[config.mk]
export PLATFORM = sky130hd
export DESIGN_NAME = rr_lock_arbiter
export DESIGN_NICKNAME = d
export VERILOG_FILES = /design/src/rtl/arb_pkg.sv /design/src/rtl/rr_pick.sv /design/src/rtl/rr_lock_arbiter.sv
export SDC_FILE = /design/constraint.sdc
export NUM_CORES = 1
export LEC_CHECK = 0
export BUFFER_PORTS_ARGS = -buffer_cell sky130_fd_sc_hd__buf_2
export CAP_MARGIN = 20
export CELL_PAD_IN_SITES_DETAIL_PLACEMENT = 2
export CELL_PAD_IN_SITES_GLOBAL_PLACEMENT = 2
export CORE_AREA = 2 2 55 57
export CTS_BUF_LIST = sky130_fd_sc_hd__clkbuf_8
export DETAILED_ROUTE_END_ITERATION = 16
export DIE_AREA = 0 0 57 59
export GPL_TIMING_DRIVEN = 0
export PLACE_DENSITY_LB_ADDON = 0.08
export SLEW_MARGIN = 5
export SYNTH_ARGS = -nofsm -noshare
export SYNTH_HDL_FRONTEND = slang
export SYNTH_SLANG_ARGS = --single-unit
[constraint.sdc]
create_clock -name clk -period 5.1 [get_ports clk]
set_input_delay 0.51 -clock clk [delete_from_list [all_inputs] [get_ports clk]]
set_output_delay 0.51 -clock clk [all_outputs]
set_load 0.05 [all_outputs]
[src/rtl/arb_pkg.sv]
// Shared types and helpers for the round-robin lock arbiter.
package arb_pkg;

    typedef enum logic {IDLE, GRANT} state_t;

    localparam int DEF_N        = 4;
    localparam int DEF_MAX_HOLD = 16;

    // Helpers are sized for the largest supported N (16); callers slice.
    function automatic logic [15:0] to_onehot(input logic [3:0] idx);
        return 16'b1 << idx;
    endfunction

    function automatic logic [3:0] to_index(input logic [15:0] oh);
        logic [3:0] idx;
        idx = '0;
        for (int i = 0; i < 16; i++)
            if (oh[i]) idx = idx | 4'(i);
        return idx;
    endfunction

endpackage

[src/rtl/rr_pick.sv]
// Combinational round-robin pick: rotate by ptr, take lowest set bit, rotate back.
module rr_pick
    import arb_pkg::*;
#(
    parameter int N   = DEF_N,
    parameter int IDW = $clog2(DEF_N)
) (
    input  logic [N-1:0]   req,
    input  logic [IDW-1:0] ptr,
    output logic [IDW-1:0] win,
    output logic           vld
);

    logic [2*N-1:0] dbl;
    logic [N-1:0]   rot;
    logic [N-1:0]   lsb;
    logic [3:0]     idx_full;
    logic [IDW-1:0] idx;
    logic [IDW:0]   sum;

    always_comb begin
        dbl      = {req, req} >> ptr;
        rot      = dbl[N-1:0];
        lsb      = rot & (~rot + 1'b1);
        idx_full = to_index(16'(lsb));
        idx      = idx_full[IDW-1:0];
        // Undo the rotation modulo N; N need not be a power of two.
        sum      = {1'b0, idx} + {1'b0, ptr};
        if (sum >= (IDW+1)'(N))
            sum = sum - (IDW+1)'(N);
        win      = sum[IDW-1:0];
        vld      = |req;
    end

endmodule

[src/rtl/rr_lock_arbiter.sv]
// Round-robin arbiter whose grant is locked until DONE, request drop or hold timeout.
module rr_lock_arbiter
    import arb_pkg::*;
#(
    parameter int N        = DEF_N,
    parameter int MAX_HOLD = DEF_MAX_HOLD,
    parameter int IDW      = 2
) (
    input  logic           clk,
    input  logic           reset,
    input  logic [N-1:0]   REQ,
    input  logic           DONE,
    output logic [N-1:0]   GNT,
    output logic [IDW-1:0] GNT_ID,
    output logic           BUSY,
    output logic           TIMEOUT
);

    localparam int HW = $clog2(MAX_HOLD + 1);

    state_t         state;
    logic [IDW-1:0] ptr;
    logic [HW-1:0]  hold_cnt;
    logic [IDW-1:0] win;
    logic           win_vld;
    logic [15:0]    win_oh_full;
    logic [N-1:0]   win_oh;
    logic [IDW-1:0] ptr_nxt;
    logic           rel_done, rel_drop, rel_hold;

    rr_pick #(.N(N), .IDW(IDW)) u_pick (
        .req (REQ),
        .ptr (ptr),
        .win (win),
        .vld (win_vld)
    );

    // GNT_ID is registered with the grant, so it names the owner throughout GRANT.
    always_comb begin
        win_oh_full = to_onehot(4'(win));
        win_oh      = win_oh_full[N-1:0];
        ptr_nxt     = (GNT_ID == IDW'(N-1)) ? '0 : GNT_ID + 1'b1;
        rel_done    = DONE;
        rel_drop    = !REQ[GNT_ID];
        rel_hold    = (hold_cnt == HW'(MAX_HOLD));
    end

    always_ff @(posedge clk or negedge reset) begin
        if (!reset) begin
            state    <= IDLE;
            ptr      <= '0;
            hold_cnt <= '0;
            GNT      <= '0;
            GNT_ID   <= '0;
            BUSY     <= 1'b0;
            TIMEOUT  <= 1'b0;
        end else begin
            case (state)
                IDLE: begin
                    TIMEOUT <= 1'b0;
                    if (win_vld) begin
                        GNT      <= win_oh;
                        GNT_ID   <= win;
                        BUSY     <= 1'b1;
                        hold_cnt <= HW'(1);
                        state    <= GRANT;
                    end
                end
                GRANT: begin
                    if (rel_done || rel_drop || rel_hold) begin
                        GNT      <= '0;
                        GNT_ID   <= '0;
                        BUSY     <= 1'b0;
                        hold_cnt <= '0;
                        ptr      <= ptr_nxt;
                        TIMEOUT  <= rel_hold && !rel_done && !rel_drop;
                        state    <= IDLE;
                    end else if (!rel_hold) begin
                        hold_cnt <= hold_cnt + 1'b1;
                    end
                end
                default: state <= IDLE;
            endcase
        end
    end

endmodule
==> results by group, run 1 <==
Global routing
  • Largest net degree at the start of global routing: 17
  • Initial antenna violation count: 0
  • Total gr overflow: 0
  • GRT Total Usage: between 10% and 20%
  • First-pass GRT wire length: approximately 4900 um
  • Vias in the first global route: between 900 and 1000

Clock tree
  • H-Tree Depth: 1
  • # resized after CTS: 0
  • TritonCTS clock tree: yes
  • Hold-fix buffers at CTS: 0
  • Clock sink total: 16
  • Setup bufs post-CTS: 0
  • Reg clk slew, reported paths: 0.07 ns
  • Worst-Skew Late Latency: around 0.25 ns
  • Root Buffer: clkbuf_8
  • CTS Buffer Depth: 2
  • Inserted Clock Buffers: 3

STA
  • WHS: about 0.17 ns
  • Fmax: 412 MHz
  • Rel. slew slack: approximately 57%
  • Final min period: about 2.4 ns
  • Setup TNS: 0 ns
  • RSZ-0062 raised after global routing: false
  • Setup-failing EPs final: 0
  • Tcrit/Tclk final: between 40 and 50%
  • Final Max Tran Viols: 0
  • Fin. Hold Viols: 0
  • Post-Route Skew: 0.00462 ns
  • Slew at the pin closest to its max-slew limit: 0.636 ns

Route
  • Drc violations: 0
  • First DRT Iteration DRCs: 15
  • Pre-antenna DRT Iters: 4
  • Drt wl/cell: 18.3 um
  • Vias per inst: slightly below 6
  • Routed vias: between 800 and 900
  • Final ANT Viol Nets: 0
  • Final WL: approximately 2800 um

Pwr
  • Lkg Pwr: approximately 0.00054 uW
  • Switching Power: 299 uW
  • Worst VDD drop: 0.283 mV
  • Power Density: around 550 nW/um2
  • Net Sw Frac: 45.6%
  • Logic pwr share: 52.4%
  • Int Power: about 360 uW
  • Sequential Power Share: a little under a third
  • Clock share of power: around 17%

Floorplanning
  • Core area: 2710 um2
  • Die width: 57 um
  • Rows: 19
  • Die H: about 60 um
  • Die Footprint: between 3000 and 4000 um2
  • Starting Density: 38.3%
  • Io pins: 15

Synthesis
  • Synth top cells by count: dfrtp_1, nand2_1, inv_1, nor2_1, o21ai_1
  • Yosys top cell area share: slightly below 40%
  • Register area share after synthesis: approximately two fifths
  • Synth warnings: 0
  • Syn_nets: 117
  • Asr flop ratio synth: 100%
  • Synth Register Bits: 16
  • Largest area contributor in the netlist: dfrtp_1
  • Synth cell types: 39
  • Syn Area/Cell: around 10 um2
  • Netlist Area Pre-Place: between 1000 and 1500 um2
  • Post-synth EDFFs: 0
  • Syn Inst Count: 106
  • Most common cell in the netlist: dfrtp_1
  • Synth area leaders: dfrtp_1, ha_1, o31ai_1, o21ai_1, o21a_1
  • Synth Flop Type: dfrtp_1

Layout
  • Fillers: 313
  • Fin nets: roughly 140
  • Number of diodes: 0
  • Area grow syn2layout: 15.3%
  • Layout cell share with drive strength beyond 1: between 20% and 30%

Critical path
  • Crit path depth: 9
  • Crit path from: ptr[1]
  • Arr. time, crit path: approximately 2.5 ns
  • Crit Path Category: flip-flop to flip-flop
  • Crit path max fanout: 10
  • End of the worst register-to-register path: GNT[2]
  • Worst setup EP type: flip-flop
  • Largest delay share family, worst path: simple AND/OR/NAND/NOR gates
  • CP required: 5.21 ns
  • Crit-path max cell delay: roughly 0.6 ns
  • Critical Path End: GNT[2]
  • FF-to-FF Start: ptr[1]
  • Reg2Reg Depth: 9
  • Bufs and invs on worst path: 1
  • Worst setup SP type: flip-flop
  • R2R Setup Slk: 2.67 ns
  • Slowest CP cell: nor4_1
  • CP cell instances: buf_2, nand2b_1, a21oi_1, o211ai_1, o21a_1, ha_1, xor2_1, nor4_1, o31ai_1

Hold path
  • Worst hold path class: input port to asynchronous set/reset pin

Run status
  • Status: finished, final reports clean

Place
  • Port Buf Inserts: 13
  • Final GP Congestion: 0.724
  • DP HPWL: ~2100 um

Job
  • Max_cap viols: 0
[power by group through the flow]
| stage | clock [uW] | combinational [uW] | sequential (uW) |
|---|---|---|---|
| global route | 122 | 383 | 205 |
| global placement | 0 | 330 | 197 |
| CTS | 116 | 349 | 200 |
| finish | 113 | 344 | 199 |
| detailed placement | 0 | 346 | 202 |
| floorplan | 0 | 203 | 251 |
[layout make-up]
cell class                 instances  area, um2  area share [%]
buffer                             5       36.3            3.03
timing repair buffer              13       65.1            5.44
inverter                           6       22.5            1.88
sequential                        16        400            33.5
clock buffer                       4       55.1            4.60
tap                               31       38.8            3.24
multi-input combinational         79        578            48.3
[worst reg2reg max path, stage by stage (launching register included)]
cell	delay (ns)
dfrtp_1	0.41
buf_2	0.21
nand2b_1	0.17
a21oi_1	0.15
o211ai_1	0.10
o21a_1	0.14
ha_1	0.22
xor2_1	0.16
nor4_1	0.60
o31ai_1	0.15
[worst min-delay path by stage]
stage | end | from | cells past startpoint
final | ptr[1] | reset | 1
after global routing | ptr[1] | reset | 1
after CTS | hold_cnt[3] | reset | 1
after detailed placement | GNT[3] | reset | 1
after global placement | GNT[3] | reset | 1
after floorplan | BUSY | reset | 0
[cell families after synthesis]
family	after synthesis	share of synthesized area, %
DFF	16	38.6
adders and majority gates	4	4.83
xor gates and xnor gates	3	2.53
and+or+nand+nor	36	21.5
muxes	4	5.31
buffers and inverters	11	5.67
AOI/OAI and AO/OA	32	21.6
[stage by stage]
| step | power [uW] | std cells | util, % | instance area (um2) | setup WS, ns |
|---|---|---|---|---|---|
| floorplan | 455 | 106 | - | 1040 | 2.96 |
| global placement | 528 | 150 | 42.1 | 1140 | 2.59 |
| detailed placement | 548 | 150 | 42.1 | 1140 | 2.54 |
| CTS | 665 | 154 | 44.1 | 1200 | 2.68 |
| global route | 709 | 154 | 44.1 | 1200 | 2.51 |
| finish | 656 | 154 | 44.1 | 1200 | 2.67 |
[state kept, by name (all words and copies together) (netlist names)]
name and flops:
BUSY 1, hold_cnt 5, state 1, ptr 2, GNT_ID 2, GNT 4
TIMEOUT 1
[cell usage in the layout, fill, tap and decap left out, types with 2 or more instances in the layout]
master / netlist / final
nor3b_1: 3 / 3
a31oi_1: 2 / 2
nand2_1: 7 / 7
dfrtp_1: 16 / 16
and3b_1: 2 / 2
nand2b_1: 2 / 2
o31ai_1: 5 / 5
inv_1: 6 / 6
o21ai_0: 4 / 4
clkbuf_8: 0 / 4
mux2_2: 2 / 2
buf_2: 2 / 15
xor2_1: 2 / 2
ha_1: 4 / 4
o21a_1: 4 / 4
nor2_1: 6 / 6
buf_6: 2 / 2
o211ai_1: 2 / 2
a21oi_1: 3 / 3
and2b_1: 2 / 2
nor4_1: 3 / 3
nor3_1: 2 / 2
o21ai_1: 6 / 6
nor2b_1: 2 / 2
a22o_1: 2 / 2
[layer usage]
layer / share of wire [%] / GRT usage, %
met2: 50 / 32.5
met5: 0 / 0
met4: 1.2 / 5.65
met1: 45 / 24.5
met3: 3.2 / 2.84
(Power assumes the default switching activity.)
==> run 2: changes to the inputs <==
--- a/config.mk
+++ b/config.mk
@@ -9,10 +9,10 @@
 export CAP_MARGIN = 20
 export CELL_PAD_IN_SITES_DETAIL_PLACEMENT = 2
 export CELL_PAD_IN_SITES_GLOBAL_PLACEMENT = 2
-export CORE_AREA = 2 2 55 57
+export CORE_AREA = 2 2 57 59
 export CTS_BUF_LIST = sky130_fd_sc_hd__clkbuf_8
 export DETAILED_ROUTE_END_ITERATION = 16
-export DIE_AREA = 0 0 57 59
+export DIE_AREA = 0 0 59 61
 export GPL_TIMING_DRIVEN = 0
 export PLACE_DENSITY_LB_ADDON = 0.08
 export SLEW_MARGIN = 5
==> constraint.sdc (replaced) <==
create_clock -name clk -period 2.5 [get_ports clk]
set_input_delay 0.25 -clock clk [delete_from_list [all_inputs] [get_ports clk]]
set_output_delay 0.25 -clock clk [all_outputs]
set_load 0.05 [all_outputs]
==> results by group, run 2 (synthesized netlist as in run 1, its figures left out) <==
Route
  • Pre-antenna DRT Iters: 4 (unchanged)
  • Drc violations: 0 (unchanged)
  • Drt wl/cell: 18.2 um (-0.45%)
  • First DRT Iteration DRCs: 21 (+6)
  • Final ANT Viol Nets: 0 (unchanged)
  • Final WL: 2860 um (+1.5%)
  • Routed vias: 890 (-0.22%)
  • Vias per inst: 5.67 (-2.1%)

Global routing
  • GRT Total Usage: 18.4% (-0.40 points)
  • First-pass GRT wire length: 4760 um (-3.1%)
  • Largest net degree at the start of global routing: 17 (unchanged)
  • Met1 usage: 21.8% (-2.7 points)
  • Layer with the highest usage: met2
  • Vias in the first global route: 944 (-5.1%)
  • Initial antenna violation count: 0 (unchanged)
  • Met3 GRT Util: 1.92% (-0.92 points)
  • Total gr overflow: 0 (unchanged)
  • Met2 Resource Use GR: 33.8% (+1.3 points)

Layout
  • Largest register FFs: 5 (unchanged)
  • Fillers: 332 (+6.1%)
  • Number of diodes: 0 (unchanged)
  • Commonest non-fill, non-tap cell in the layout: dfrtp_1
  • Fin nets: 136 (+0.74%)
  • Layout cell share with drive strength beyond 1: 23.4% (+0.62 points)
  • Largest Register: hold_cnt
  • Regs by FF count: hold_cnt (5), GNT (4)
  • Area grow syn2layout: 17.1%
  • Commonest non-fill, non-tap cells in the layout: dfrtp_1, buf_2, nand2_1

Floorplanning
  • Die Footprint: 3600 um2 (+7.0%)
  • Die width: 59 um (+3.5%)
  • Starting Density: 35.1% (-3.1 points)
  • Io pins: 15 (unchanged)
  • Rows: 20 (+1)
  • Die H: 61 um (+3.4%)
  • Core area: 2950 um2 (+9.0%)

Critical path
  • R2R Setup Slk: 0.29 ns (-2.38 ns)
  • Arr. time, crit path: 2.34 ns (-0.19 ns)
  • CP required: 2.63 ns (-2.58 ns)
  • FF-to-FF Start: ptr[1]
  • End of the worst register-to-register path: GNT[2]
  • Crit Path Category: flip-flop to flip-flop
  • Worst setup SP type: flip-flop
  • Reg2Reg Depth: 9 (unchanged)
  • Crit path max fanout: 10 (unchanged)
  • Worst setup EP type: flip-flop

Clock tree
  • Reg clk slew, reported paths: 0.07 ns (about the same)
  • Inserted Clock Buffers: 3 (unchanged)
  • Root Buffer: clkbuf_8
  • Setup bufs post-CTS: 0 (unchanged)
  • H-Tree Depth: 1 (unchanged)
  • TritonCTS clock tree: yes
  • CTS Buffer Depth: 2 (unchanged)
  • Clock sink total: 16 (unchanged)
  • Worst-Skew Late Latency: 0.25 ns (about the same)

Hold path
  • Worst Hold Depth: 3
  • Hold Startpoint: DONE
  • Worst hold path class: input port to flip-flop
  • Hold endpoint: TIMEOUT

STA
  • Final Max Tran Viols: 0 (unchanged)
  • Rel. slew slack: 73.4% (+16 points)
  • Tcrit/Tclk final: 88.4% (+41 points)
  • Setup-failing EPs final: 0 (unchanged)
  • Fmax: 452 MHz (+9.8%)
  • Final min period: 2.21 ns (-0.216 ns)
  • Fin. Hold Viols: 0 (unchanged)
  • Slew at the pin closest to its max-slew limit: 0.395 ns (-0.241 ns)
  • Post-Route Skew: 0.00475 ns (+0.000132 ns)
  • Setup TNS: 0 ns (unchanged)
  • RSZ-0062 raised after global routing: false

Job
  • Max_cap viols: 0 (unchanged)

Place
  • DP HPWL: 2120 um (-1.1%)
  • Final GP Congestion: 0.677 (-6.5%)
  • Port Buf Inserts: 13 (unchanged)

Pwr
  • Worst VDD drop: 0.391 mV (+38%)
  • Total power: 1360 uW (+110%)
  • Power Density: 1120 nW/um2 (+100%)
  • Lkg Pwr: 0.000550 uW (+0.96%)

Run status
  • Status: finished, final reports clean
-- run 2: cell count changes in the layout (fill, tap and decap cells not counted) --
cell	before	now
dlygate4sd3_1	0	1
nor4_1	3	2
nor4_2	0	1
-- run 2: worst max path at each step --
stage | start | to | depth (start not counted) | slack, ns
finish | ptr[1] | GNT[2] | 9 | 0.29
floorplan | ptr[1] | GNT[2] | 9 | 0.49
global route | ptr[1] | GNT[1] | 9 | 0.1
detailed placement | ptr[1] | GNT[2] | 9 | 0.08
CTS | ptr[1] | GNT_ID[1] | 9 | 0.10
global placement | ptr[1] | GNT[3] | 9 | 0.18
-- run 2: worst max-delay path: stages, from the launching register on --
cell and delay (ns):
dfrtp_1 0.41, buf_2 0.21, nand2b_1 0.16, a21oi_1 0.14, o211ai_1 0.10, o21a_1 0.13
ha_1 0.22, xor2_1 0.17, nor4_2 0.42, o31ai_1 0.12
-- run 2: power breakdown --
part | internal (uW) | switching [uW]
Sequential | 335 | 67.2
Combinational | 262 | 460
Clock | 140 | 94.5
Total | 737 | 621
-- run 2: routing by layer --
layer	wire [um]	vias to the layer above
met4	38	0
met3	34	4
li1	-	429
met5	0	-
met2	1550	9
met1	1240	448
-- run 2: through the flow --
step	hold WS [ns]	utilization (%)	instances	setup slack, ns	cell area, um2
after detailed placement	0.198	38.7	152	0.0848	1140
after floorplan	-0.0456	-	106	0.487	1040
after global placement	0.189	38.7	152	0.185	1140
final	0.337	41.1	157	0.290	1210
after global routing	0.353	41.1	157	0.0956	1210
after CTS	0.333	40.9	157	0.100	1210
-- run 2: layout make-up --
| type | count | area (um2) | area share [%] |
|---|---|---|---|
| plain buffers | 5 | 36.3 | 2.99 |
| clock buffers | 4 | 55.1 | 4.53 |
| inverters | 6 | 22.5 | 1.85 |
| multi-input cells | 79 | 584 | 48.1 |
| flip-flops and latches | 16 | 400 | 33.0 |
| well taps | 33 | 41.3 | 3.40 |
| repair buffers | 14 | 75.1 | 6.18 |
-- run 2: what timing repair did --
| item | CTS | global route |
|---|---|---|
| setup endpoints to repair | 0 | 3 |
| hold buffers | 1 | 0 |
| hold endpoints to repair | 16 | 0 |
| resized for setup | 0 | 1 |
==> run 3: changes to the inputs <==
==> constraint.sdc (replaced) <==
create_clock -name clk -period 2.5 [get_ports clk]
set_input_delay 0.625 -clock clk [delete_from_list [all_inputs] [get_ports clk]]
set_output_delay 0.625 -clock clk [all_outputs]
set_load 0.05 [all_outputs]
==> results by group, run 3 (synthesized netlist as in run 1, its figures left out) <==
Global routing
  • GRT Total Usage: 18.3% (-0.089 points)
  • Total gr overflow: 0 (unchanged)
  • Vias in the first global route: 934 (-1.1%)
  • First-pass GRT wire length: 4760 um (unchanged)
  • Initial antenna violation count: 0 (unchanged)
  • Largest net degree at the start of global routing: 17 (unchanged)

Floorplanning
  • Starting Density: 35.1% (unchanged)
  • Die H: 61 um (unchanged)
  • Rows: 20 (unchanged)
  • Io pins: 15 (unchanged)
  • Die Footprint: 3600 um2 (unchanged)
  • Core area: 2950 um2 (unchanged)
  • Die width: 59 um (unchanged)

Pwr
  • Net Sw Frac: 45.8% (about the same)
  • Sequential Power Share: 29.7% (about the same)
  • Worst VDD drop: 0.391 mV (about the same)
  • Int Power: 736 uW (-0.14%)
  • Clock share of power: 17.3% (about the same)
  • Power Density: 1130 nW/um2 (+0.72%)
  • Lkg Pwr: 0.000546 uW (-0.76%)
  • Switching Power: 621 uW (about the same)
  • Logic pwr share: 53.0% (about the same)
  • Total power: 1360 uW (-0.11%)

Layout
  • Post-layout util: 40.8% (-0.34 points)
  • Fillers: 333 (+0.30%)
  • Area grow syn2layout: 16.2%
  • Layout cell share with drive strength beyond 1: 23.6% (+0.19 points)
  • Final non-filler cell total: 156 (-0.64%)
  • Seq. cell area: 400 um2 (unchanged)
  • Commonest non-fill, non-tap cells in the layout: dfrtp_1, buf_2, nand2_1
  • Number of diodes: 0 (unchanged)
  • Commonest non-fill, non-tap cell in the layout: dfrtp_1
  • Largest register FFs: 5 (unchanged)
  • Regs by FF count: hold_cnt (5), GNT (4)
  • Area of the multi-input gates: 584 um2 (unchanged)
  • Largest Register: hold_cnt
  • Fin nets: 135 (-0.74%)

Critical path
  • FF-to-FF Start: ptr[1]
  • Worst setup EP type: flip-flop
  • Largest delay share family, worst path: simple AND/OR/NAND/NOR gates
  • Bufs and invs on worst path: 1 (unchanged)
  • Crit Path Category: flip-flop to flip-flop
  • Slowest CP cell: nor4_2
  • Worst setup SP type: flip-flop
  • Crit path from: ptr[1]
  • Crit path max fanout: 10 (unchanged)
  • R2R Setup Slk: 0.29 ns (about the same)
  • CP cell instances: buf_2, nand2b_1, a21oi_1, o211ai_1, o21a_1, ha_1, xor2_1, nor4_2, o31ai_1
  • CP required: 2.63 ns (about the same)
  • Crit-path max cell delay: 0.42 ns (about the same)
  • Crit path depth: 9 (unchanged)
  • Arr. time, crit path: 2.34 ns (about the same)
  • Reg2Reg Depth: 9 (unchanged)

STA
  • Setup TNS: 0 ns (unchanged)
  • Setup-failing EPs final: 0 (unchanged)
  • Rel. slew slack: 73.4% (unchanged)
  • RSZ-0062 raised after global routing: false
  • Final min period: 2.21 ns (+0.000244 ns)
  • Fin worst setup slack: 0.290 ns (-0.000244 ns)
  • Tcrit/Tclk final: 88.4% (about the same)
  • Fin. Hold Viols: 0 (unchanged)
  • Post-Route Skew: 0.00478 ns (+0.0000233 ns)
  • Fmax: 452 MHz (about the same)
  • Slew at the pin closest to its max-slew limit: 0.395 ns (unchanged)
  • Final Max Tran Viols: 0 (unchanged)

Job
  • Max_cap viols: 0 (unchanged)

Route
  • Pre-antenna DRT Iters: 2 (-2)
  • Vias per inst: 5.65 (-0.26%)
  • Final WL: 2850 um (-0.38%)
  • Drc violations: 0 (unchanged)
  • Final ANT Viol Nets: 0 (unchanged)
  • Drt wl/cell: 18.3 um (+0.25%)
  • First DRT Iteration DRCs: 18 (-14%)
  • Routed vias: 882 (-0.90%)

Place
  • DP HPWL: 2120 um (unchanged)
  • Pre-CTS WS: -0.144 ns (-0.229 ns)
  • Final GP Congestion: 0.677 (unchanged)
  • Port Buf Inserts: 13 (unchanged)
  • Placed Instances: 152 (unchanged)

Clock tree
  • Reg clk slew, reported paths: 0.07 ns (about the same)
  • Root Buffer: clkbuf_8
  • Worst-Skew Late Latency: 0.25 ns (about the same)
  • CTS Buffer Depth: 2 (unchanged)
  • Inserted Clock Buffers: 3 (unchanged)
  • TritonCTS clock tree: yes
  • Clock sink total: 16 (unchanged)
  • H-Tree Depth: 1 (unchanged)
  • Hold-fix buffers at CTS: 0 (-1)
  • # resized after CTS: 0 (unchanged)
  • Setup bufs post-CTS: 0 (unchanged)

Hold path
  • Worst hold path class: input port to asynchronous set/reset pin

Run status
  • Status: finished, final reports clean
==> run 3: path summary, 6_finish.rpt <==
| kind | end |
|---|---|
| setup / recovery | GNT[2] |
| hold / removal | hold_cnt[1] |
| setup reg to reg | GNT[2] |
| hold reg to reg | GNT[3] |
| max in group asynchronous | TIMEOUT |
| min in group clk | GNT[3] |
==> run 3: power by group through the flow <==
stage	Sequential, uW	Clock, uW	Combinational [uW]
2_1_floorplan	513	0	414
3_3_place_gp	402	0	683
3_5_place_dp	411	0	713
4_1_cts	405	242	724
5_1_grt	415	251	791
6_report	403	234	720
==> run 3: per-stage QoR <==
step	area [um2]	hold slack (ns)
after floorplan	1040	0.329
after global placement	1140	0.471
after detailed placement	1140	0.478
after CTS	1200	0.297
after global routing	1200	0.306
final	1200	0.285
==> run 3: cell type report <==
cell class	count	area share (%)
flip-flops and latches	16	33.2
multi-input cells	79	48.5
clock buffers	4	4.57
well taps	33	3.43
plain buffers	5	3.01
inverters	6	1.87
repair buffers	13	5.40
==> run 3: metal layers <==
layer	wire length, um	up-vias	track usage (%)
li1	-	427	-
met1	1240	442	22.2
met2	1540	9	33.0
met3	37	4	1.92
met4	38	0	7.79
met5	0	-	0
